--- config.mk ---
export PLATFORM = sky130hd
export DESIGN_NAME = gate_vec_sweeper_flat
export DESIGN_NICKNAME = d
export VERILOG_FILES = /design/src/rtl/gate_vec_sweeper_if.sv /design/src/rtl/gate_vec_sweeper.sv /design/src/flat_wrapper.sv
export SDC_FILE = /design/constraint.sdc
export NUM_CORES = 1
export LEC_CHECK = 0
export CAP_MARGIN = 25
export CORE_ASPECT_RATIO = 0.9
export CORE_MARGIN = 8
export CORE_UTILIZATION = 55
export CTS_CLUSTER_DIAMETER = 120
export CTS_CLUSTER_SIZE = 16
export DETAILED_ROUTE_END_ITERATION = 7
export DONT_BUFFER_PORTS = 1
export HOLD_SLACK_MARGIN = 0.15
export PLACE_DENSITY = 0.7
export SLEW_MARGIN = 20
export SYNTH_ARGS = -nofsm -noshare
export SYNTH_HDL_FRONTEND = slang
export SYNTH_SLANG_ARGS = --single-unit
export TNS_END_PERCENT = 1
--- constraint.sdc ---
create_clock -name clk -period 4.4 [get_ports clk]
set_input_delay 0.22 -clock clk [delete_from_list [all_inputs] [get_ports clk]]
set_output_delay 0.22 -clock clk [all_outputs]
set_load 0.03 [all_outputs]
--- src/rtl/gate_vec_sweeper_if.sv ---
// Stimulus/result bundle between the sweeper and whatever controls it and hosts the gate array.
interface gate_vec_sweeper_if #(
  parameter int unsigned WIDTH = 16
) ();
  logic             start;
  logic [2:0]       op;
  logic [WIDTH-1:0] gate_in;
  logic [WIDTH-1:0] a_out;
  logic [WIDTH-1:0] b_out;
  logic             busy;
  logic             done;
  logic             pass;
  logic [15:0]      err_count;
  logic [15:0]      vec_count;
  logic             fail_valid;
  logic [WIDTH-1:0] fail_a;
  logic [WIDTH-1:0] fail_b;
  logic [WIDTH-1:0] fail_exp;
  logic [WIDTH-1:0] fail_got;

  modport slave (
    input  start, op, gate_in,
    output a_out, b_out, busy, done, pass, err_count, vec_count,
           fail_valid, fail_a, fail_b, fail_exp, fail_got
  );

  modport master (
    output start, op, gate_in,
    input  a_out, b_out, busy, done, pass, err_count, vec_count,
           fail_valid, fail_a, fail_b, fail_exp, fail_got
  );
endinterface

--- src/rtl/gate_vec_sweeper.sv ---
// Walks a/b operand patterns through a two-input gate array, checks each result
// against a selectable reference function and records the first mismatch.
module gate_vec_sweeper #(
  parameter int unsigned WIDTH  = 16,
  parameter int unsigned SETTLE = 1
) (
  input  logic               clk,
  input  logic               reset_n,
  gate_vec_sweeper_if.slave  bus
);
  localparam int unsigned CNT_W = (SETTLE > 1) ? $clog2(SETTLE) : 1;
  localparam logic [WIDTH-1:0] ALL_ONES = {WIDTH{1'b1}};
  localparam logic [CNT_W-1:0] CNT_LOAD = CNT_W'(SETTLE - 1);

  typedef enum logic [1:0] {IDLE, APPLY, CHECK, DONE} state_e;

  state_e           state_q, state_d;
  logic [2:0]       op_q, op_d;
  logic [WIDTH-1:0] a_q, a_d, b_q, b_d;
  logic [CNT_W-1:0] cnt_q, cnt_d;
  logic             busy_q, busy_d, done_q, done_d, pass_q, pass_d;
  logic [15:0]      err_q, err_d, vec_q, vec_d;
  logic             fv_q, fv_d;
  logic [WIDTH-1:0] fa_q, fa_d, fb_q, fb_d, fe_q, fe_d, fg_q, fg_d;
  logic [WIDTH-1:0] exp_c, next_a_c;
  logic             mismatch_c;

  // Reference function of the latched op applied to the operands on the bus
  always_comb begin
    exp_c = a_q;
    case (op_q)
      3'd0:    exp_c = a_q & b_q;
      3'd1:    exp_c = ~(a_q & b_q);
      3'd2:    exp_c = a_q | b_q;
      3'd3:    exp_c = ~(a_q | b_q);
      3'd4:    exp_c = a_q ^ b_q;
      3'd5:    exp_c = ~(a_q ^ b_q);
      3'd6:    exp_c = a_q;
      default: exp_c = ~a_q;
    endcase
  end

  // X/Z on the array output counts as a mismatch
  assign mismatch_c = (bus.gate_in !== exp_c);
  assign next_a_c   = (a_q << 1) | WIDTH'(1);

  always_ff @(posedge clk or negedge reset_n) begin
    if (!reset_n) begin
      state_q <= IDLE;
      op_q    <= '0;
      a_q     <= '0;
      b_q     <= '0;
      cnt_q   <= '0;
      busy_q  <= 1'b0;
      done_q  <= 1'b0;
      pass_q  <= 1'b0;
      err_q   <= '0;
      vec_q   <= '0;
      fv_q    <= 1'b0;
      fa_q    <= '0;
      fb_q    <= '0;
      fe_q    <= '0;
      fg_q    <= '0;
    end else begin
      state_q <= state_d;
      op_q    <= op_d;
      a_q     <= a_d;
      b_q     <= b_d;
      cnt_q   <= cnt_d;
      busy_q  <= busy_d;
      done_q  <= done_d;
      pass_q  <= pass_d;
      err_q   <= err_d;
      vec_q   <= vec_d;
      fv_q    <= fv_d;
      fa_q    <= fa_d;
      fb_q    <= fb_d;
      fe_q    <= fe_d;
      fg_q    <= fg_d;
    end
  end

  always_comb begin
    state_d = state_q;
    op_d    = op_q;
    a_d     = a_q;
    b_d     = b_q;
    cnt_d   = cnt_q;
    pass_d  = pass_q;
    err_d   = err_q;
    vec_d   = vec_q;
    fv_d    = fv_q;
    fa_d    = fa_q;
    fb_d    = fb_q;
    fe_d    = fe_q;
    fg_d    = fg_q;

    case (state_q)
      IDLE, DONE: begin
        if (bus.start) begin
          op_d    = bus.op;
          a_d     = WIDTH'(1);
          b_d     = ALL_ONES;
          cnt_d   = CNT_LOAD;
          pass_d  = 1'b0;
          err_d   = '0;
          vec_d   = '0;
          fv_d    = 1'b0;
          fa_d    = '0;
          fb_d    = '0;
          fe_d    = '0;
          fg_d    = '0;
          state_d = APPLY;
        end
      end
      APPLY: begin
        if (cnt_q == '0) state_d = CHECK;
        else             cnt_d   = cnt_q - CNT_W'(1);
      end
      CHECK: begin
        vec_d = vec_q + 16'd1;
        if (mismatch_c) begin
          err_d = (err_q == 16'hFFFF) ? err_q : err_q + 16'd1;
          if (!fv_q) begin
            fv_d = 1'b1;
            fa_d = a_q;
            fb_d = b_q;
            fe_d = exp_c;
            fg_d = bus.gate_in;
          end
        end
        cnt_d = CNT_LOAD;
        if ((b_q >> 1) != '0) begin
          b_d     = b_q >> 1;
          state_d = APPLY;
        end else if (next_a_c != ALL_ONES) begin
          a_d     = next_a_c;
          b_d     = ALL_ONES;
          state_d = APPLY;
        end else begin
          pass_d  = (err_d == 16'd0);
          state_d = DONE;
        end
      end
      default: state_d = IDLE;
    endcase

    busy_d = (state_d == APPLY) || (state_d == CHECK);
    done_d = (state_d == DONE);
  end

  assign bus.a_out      = a_q;
  assign bus.b_out      = b_q;
  assign bus.busy       = busy_q;
  assign bus.done       = done_q;
  assign bus.pass       = pass_q;
  assign bus.err_count  = err_q;
  assign bus.vec_count  = vec_q;
  assign bus.fail_valid = fv_q;
  assign bus.fail_a     = fa_q;
  assign bus.fail_b     = fb_q;
  assign bus.fail_exp   = fe_q;
  assign bus.fail_got   = fg_q;
endmodule

--- src/flat_wrapper.sv ---
// flat-port wrapper written by rule: the top's interface ports become plain ports
module gate_vec_sweeper_flat 
#(
  parameter int unsigned WIDTH  = 16,
  parameter int unsigned SETTLE = 1
)
  (clk, reset_n, bus_start, bus_op, bus_gate_in, bus_a_out, bus_b_out, bus_busy, bus_done, bus_pass, bus_err_count, bus_vec_count, bus_fail_valid, bus_fail_a, bus_fail_b, bus_fail_exp, bus_fail_got);
  gate_vec_sweeper_if #(.WIDTH(WIDTH)) bus_i ();
  input  logic clk;
  input  logic reset_n;
  input wire logic [$bits(bus_i.start)-1:0] bus_start;
  input wire logic [$bits(bus_i.op)-1:0] bus_op;
  input wire logic [$bits(bus_i.gate_in)-1:0] bus_gate_in;
  output wire logic [$bits(bus_i.a_out)-1:0] bus_a_out;
  output wire logic [$bits(bus_i.b_out)-1:0] bus_b_out;
  output wire logic [$bits(bus_i.busy)-1:0] bus_busy;
  output wire logic [$bits(bus_i.done)-1:0] bus_done;
  output wire logic [$bits(bus_i.pass)-1:0] bus_pass;
  output wire logic [$bits(bus_i.err_count)-1:0] bus_err_count;
  output wire logic [$bits(bus_i.vec_count)-1:0] bus_vec_count;
  output wire logic [$bits(bus_i.fail_valid)-1:0] bus_fail_valid;
  output wire logic [$bits(bus_i.fail_a)-1:0] bus_fail_a;
  output wire logic [$bits(bus_i.fail_b)-1:0] bus_fail_b;
  output wire logic [$bits(bus_i.fail_exp)-1:0] bus_fail_exp;
  output wire logic [$bits(bus_i.fail_got)-1:0] bus_fail_got;
  assign bus_i.start = bus_start;
  assign bus_i.op = bus_op;
  assign bus_i.gate_in = bus_gate_in;
  assign bus_a_out = bus_i.a_out;
  assign bus_b_out = bus_i.b_out;
  assign bus_busy = bus_i.busy;
  assign bus_done = bus_i.done;
  assign bus_pass = bus_i.pass;
  assign bus_err_count = bus_i.err_count;
  assign bus_vec_count = bus_i.vec_count;
  assign bus_fail_valid = bus_i.fail_valid;
  assign bus_fail_a = bus_i.fail_a;
  assign bus_fail_b = bus_i.fail_b;
  assign bus_fail_exp = bus_i.fail_exp;
  assign bus_fail_got = bus_i.fail_got;
  gate_vec_sweeper #(.WIDTH(WIDTH), .SETTLE(SETTLE)) u_core (.clk(clk), .reset_n(reset_n), .bus(bus_i));
endmodule
==> flow_summary_export.csv <==
group,metric,value,unit
placement,place.detailed.hpwl,17.30,mm
timing,post-route-period-util,91.46,%
timing,worst_pin_slew,0.8875,ns
yosys,synth_enable_flop_cells,0,
final_layout,syn2layout_area_growth,14.29,%
final_layout,filler_cell_count,1126,
yosys,synth-seq-area-share,43.18,%
critical_path,crit_path_start_kind,"flip-flop",
detailed_routing,routed_via_density,6.462,
yosys,yosys_most_used_dff,"sky130_fd_sc_hd__dfrtp_1",
yosys,synth_nets,855,
floorplan,core_region_area,0.01406,mm²
clock_network,clk_lat_worst_skew,0.43,ns
power_and_ir_drop,ir_drop,0.2856,mV
global_routing,grtUsageMet2,40.18,%
global_routing,globalRouteOverflowTotal,0,
critical_path,critPathRequiredTime,4.73,ns
power_and_ir_drop,power_density,323.1,mW/mm²
detailed_routing,number_of_nets_still_failing_antenna_checks_after_routing,0,
yosys,post-synth-top-area-cell,"sky130_fd_sc_hd__dfrtp_1",
timing,rsz0062_at_grt,"no",
global_routing,maximum_number_of_pins_on_one_net_before_global_route_repair,138,
detailed_routing,routed-via-count,6630,
clock_network,clock_tree_from_tritoncts,"done",
floorplan,pin_count,154,
critical_path,crit-reg2reg-launch,"u_core.bus.b_out[4]",
detailed_routing,wire_length_after_detailed_routing,24.11,mm
power_and_ir_drop,finalPower,2.933,mW
clock_network,cts_buffer_depth,2,
critical_path,timing.critical_path.to_type,"flip-flop",
detailed_routing,drt_iter0_markers,521,
clock_network,num_cts_buffers,17,
critical_path,crit_path_max_fanout,6,
min_path,min_from,"bus_start",
yosys,synth_largest_type_area_fraction,43.18,%
final_layout,final-seq-area,0.003428,mm²
yosys,post-synth-top-count-cell,"sky130_fd_sc_hd__dfrtp_1",
floorplan,width_of_the_chip,142.7,µm
placement,portBuffers,0,
critical_path,worst_path_max_stage_delay,0.62,ns
critical_path,timing.critical_path.cells,"inv_1, ha_1, mux4_2, mux2i_1, o2111ai_1, a2111oi_2, nand3_1, nand3_1, mux2_2, a2111o_1, o31ai_2",
critical_path,worst-endpoint-arrival,4.36,ns
floorplan,floorplan.die_area,0.01854,mm²
final_layout,antenna_cells_inserted,0,
critical_path,cp_slowest_cell,"sky130_fd_sc_hd__dfrtp_1",
floorplan,rows,41,
critical_path,critical_path_start_end_classification,"reg -> reg",
detailed_routing,avgRoutedWirePerCell,23.49,µm
timing,report.final.hold_viol_count,0,
global_routing,grt_antenna_before_repair,0,
job,timing.max_cap.violations,0,
clock_network,cts_setup_buffers,0,
floorplan,fp.dieH,130.0,µm
global_routing,grtUsageMet3,7.996,%
yosys,async_flop_share,100.0,%
yosys,ys_ff_latch,137,
clock_network,clk_tree_root_cell,"sky130_fd_sc_hd__clkbuf_16",
clock_network,cts_repair_resize_count,0,
timing,finalCriticalPeriod,4.024,ns
min_path,hold_class,"in -> reg",
yosys,post_synth_main_area_contributors,"sky130_fd_sc_hd__dfrtp_1, sky130_fd_sc_hd__a22o_1, sky130_fd_sc_hd__ha_1",
critical_path,timing.critical_path.buf_inv,1,
yosys,avgSynthCellArea,9.975,µm²
timing,max_slew_margin,40.83,%
power_and_ir_drop,power.leakage,4.020,nW
floorplan,floorplan.initialDensity,56.49,%
clock_network,sink_count_of_the_clock_tree,137,
yosys,post_synthesis_cell_type_count,66,
clock_network,cts_hold_buf,22,
final_layout,area_of_the_multi_input_gates,0.004040,mm²
global_routing,grt_busiest_layer,"met2",
timing,fin_worst_skew,0.009539,ns
detailed_routing,detail_route.drc_violations,0,
clock_network,cts_htree_levels,4,
global_routing,wire_length_of_the_first_global_routing_pass,37.47,mm
clock_network,clkTransAtPathRegs,0.06,ns
detailed_routing,dr.pass1.iters,5,
global_routing,global_route.usage.met1,34.46,%
final_layout,nets_final,880,
critical_path,timing.critical_path.mode_cell,"sky130_fd_sc_hd__nand3_1",
timing,slew_viol_final,0,
timing,maxClockFrequency,248.5,MHz
critical_path,crit_family,"compound AO/OA/AOI/OAI gates",
final_layout,fraction_of_final_layout_cells_with_drive_strength_greater_than_1,11.64,%
timing,totalNegativeSetupSlack,0,ns
run_status,run_status,"complete, no violations",
yosys,synth_warnings,0,
global_routing,number_of_global_route_vias_before_repair,6430,
critical_path,startpoint,"u_core.bus.b_out[4]",
timing,timing.final.setup_violations,0,
placement,gp_congestion,0.9264,
yosys,syn_inst,796,
yosys,netlist_top_cells_count,"sky130_fd_sc_hd__dfrtp_1, sky130_fd_sc_hd__a22o_1, sky130_fd_sc_hd__inv_1, sky130_fd_sc_hd__o21ai_0, sky130_fd_sc_hd__nand2_1",
global_routing,global_route.usage.total,26.37,%
yosys,synth_area,0.007940,mm²
-- report_power, final --
part           internal [mW]  total, mW  switching [mW]
logic                 0.0374     0.0836          0.0461
registers               1.27       1.31          0.0354
clock network          0.992       1.54           0.551
-- worst reg2reg max path: stages, from the launching register on --
cell and delay (ns):
sky130_fd_sc_hd__dfrtp_1 0.62, sky130_fd_sc_hd__inv_1 0.13, sky130_fd_sc_hd__ha_1 0.34, sky130_fd_sc_hd__mux4_2 0.57, sky130_fd_sc_hd__mux2i_1 0.28, sky130_fd_sc_hd__o2111ai_1 0.22
sky130_fd_sc_hd__a2111oi_2 0.43, sky130_fd_sc_hd__nand3_1 0.15, sky130_fd_sc_hd__nand3_1 0.20, sky130_fd_sc_hd__mux2_2 0.36, sky130_fd_sc_hd__a2111o_1 0.39, sky130_fd_sc_hd__o31ai_2 0.23
-- area by class of cell --
cell class / instances / share of cell area, %
Inverter: 54 / 2.234
Tap cell: 193 / 2.661
Sequential cell: 137 / 37.78
Multi-Input combinational cell: 554 / 44.52
Timing Repair Buffer: 57 / 5.791
Clock inverter: 10 / 1.834
Clock buffer: 21 / 5.184
-- flip-flops by register name (all words and copies together), names as in the netlist --
| name | count |
|---|---|
| u_core.op_q | 3 |
| u_core.bus.fail_valid | 1 |
| u_core.bus.fail_b | 16 |
| u_core.bus.vec_count | 16 |
| u_core.bus.fail_exp | 16 |
| u_core.bus.pass | 1 |
| u_core.state_q | 2 |
| u_core.bus.b_out | 16 |
| u_core.bus.done | 1 |
| u_core.bus.err_count | 16 |
| u_core.bus.fail_got | 16 |
| u_core.bus.busy | 1 |
| u_core.bus.fail_a | 16 |
| u_core.bus.a_out | 16 |
-- path summary, 6_finish.rpt --
kind	end	slack, ns	cells after the start
max in group asynchronous	u_core.bus.fail_valid	3.47	2
worst max register to register	u_core.bus.pass	0.38	11
worst min register to register	u_core.bus.a_out[3]	0.56	2
worst max-delay path	u_core.bus.pass	0.38	11
min in group asynchronous	u_core.bus.fail_exp[12]	0.45	2
worst min-delay path	u_core.op_q[1]	0.36	2
-- per-layer routing --
metal  wire (µm)  up-vias
met1       10170     3321
met4         565        0
met5           0        -
met2       11020      302
met3        2350       54
li1            -     2953
-- logic make-up after synthesis --
group / count (synthesis) / share of synthesized area (%)
XOR/XNOR: 49 / 5.405
buffers and inverters: 105 / 6.145
multiplexers: 34 / 5.689
AO/OA/AOI/OAI: 215 / 19.75
flip-flops: 137 / 43.18
adder cells (fa/ha/maj): 37 / 5.830
AND/OR/NAND/NOR: 219 / 14.01
-- layout by cell type (no fill, tap or decap), types with 20 or more instances in the layout --
cell / synthesis / routed
sky130_fd_sc_hd__a21oi_1: 24 / 24
sky130_fd_sc_hd__a22o_1: 63 / 63
sky130_fd_sc_hd__buf_4: 7 / 33
sky130_fd_sc_hd__dfrtp_1: 137 / 137
sky130_fd_sc_hd__dlygate4sd3_1: 0 / 21
sky130_fd_sc_hd__ha_1: 37 / 37
sky130_fd_sc_hd__inv_1: 53 / 53
sky130_fd_sc_hd__nand2_1: 50 / 50
sky130_fd_sc_hd__nand3_1: 22 / 22
sky130_fd_sc_hd__nor2_1: 44 / 43
sky130_fd_sc_hd__o21ai_0: 53 / 53
sky130_fd_sc_hd__o31ai_1: 21 / 21
sky130_fd_sc_hd__xnor2_1: 29 / 29
sky130_fd_sc_hd__xor2_1: 20 / 20
-- per-stage QoR --
stage	std cells	util, %	hold WS (ns)	cell area, µm²	setup WS, ns
detailed placement	973	58.34	-0.06985	8200	0.4778
global route	1026	64.56	0.3557	9075	0.2607
finish	1026	64.56	0.3630	9075	0.3756
global placement	973	58.34	-0.07019	8200	0.5057
floorplan	796	-	-0.07559	7940	0.8970
CTS	1026	64.56	0.3004	9075	0.4337
(Power assumes the default switching activity.)
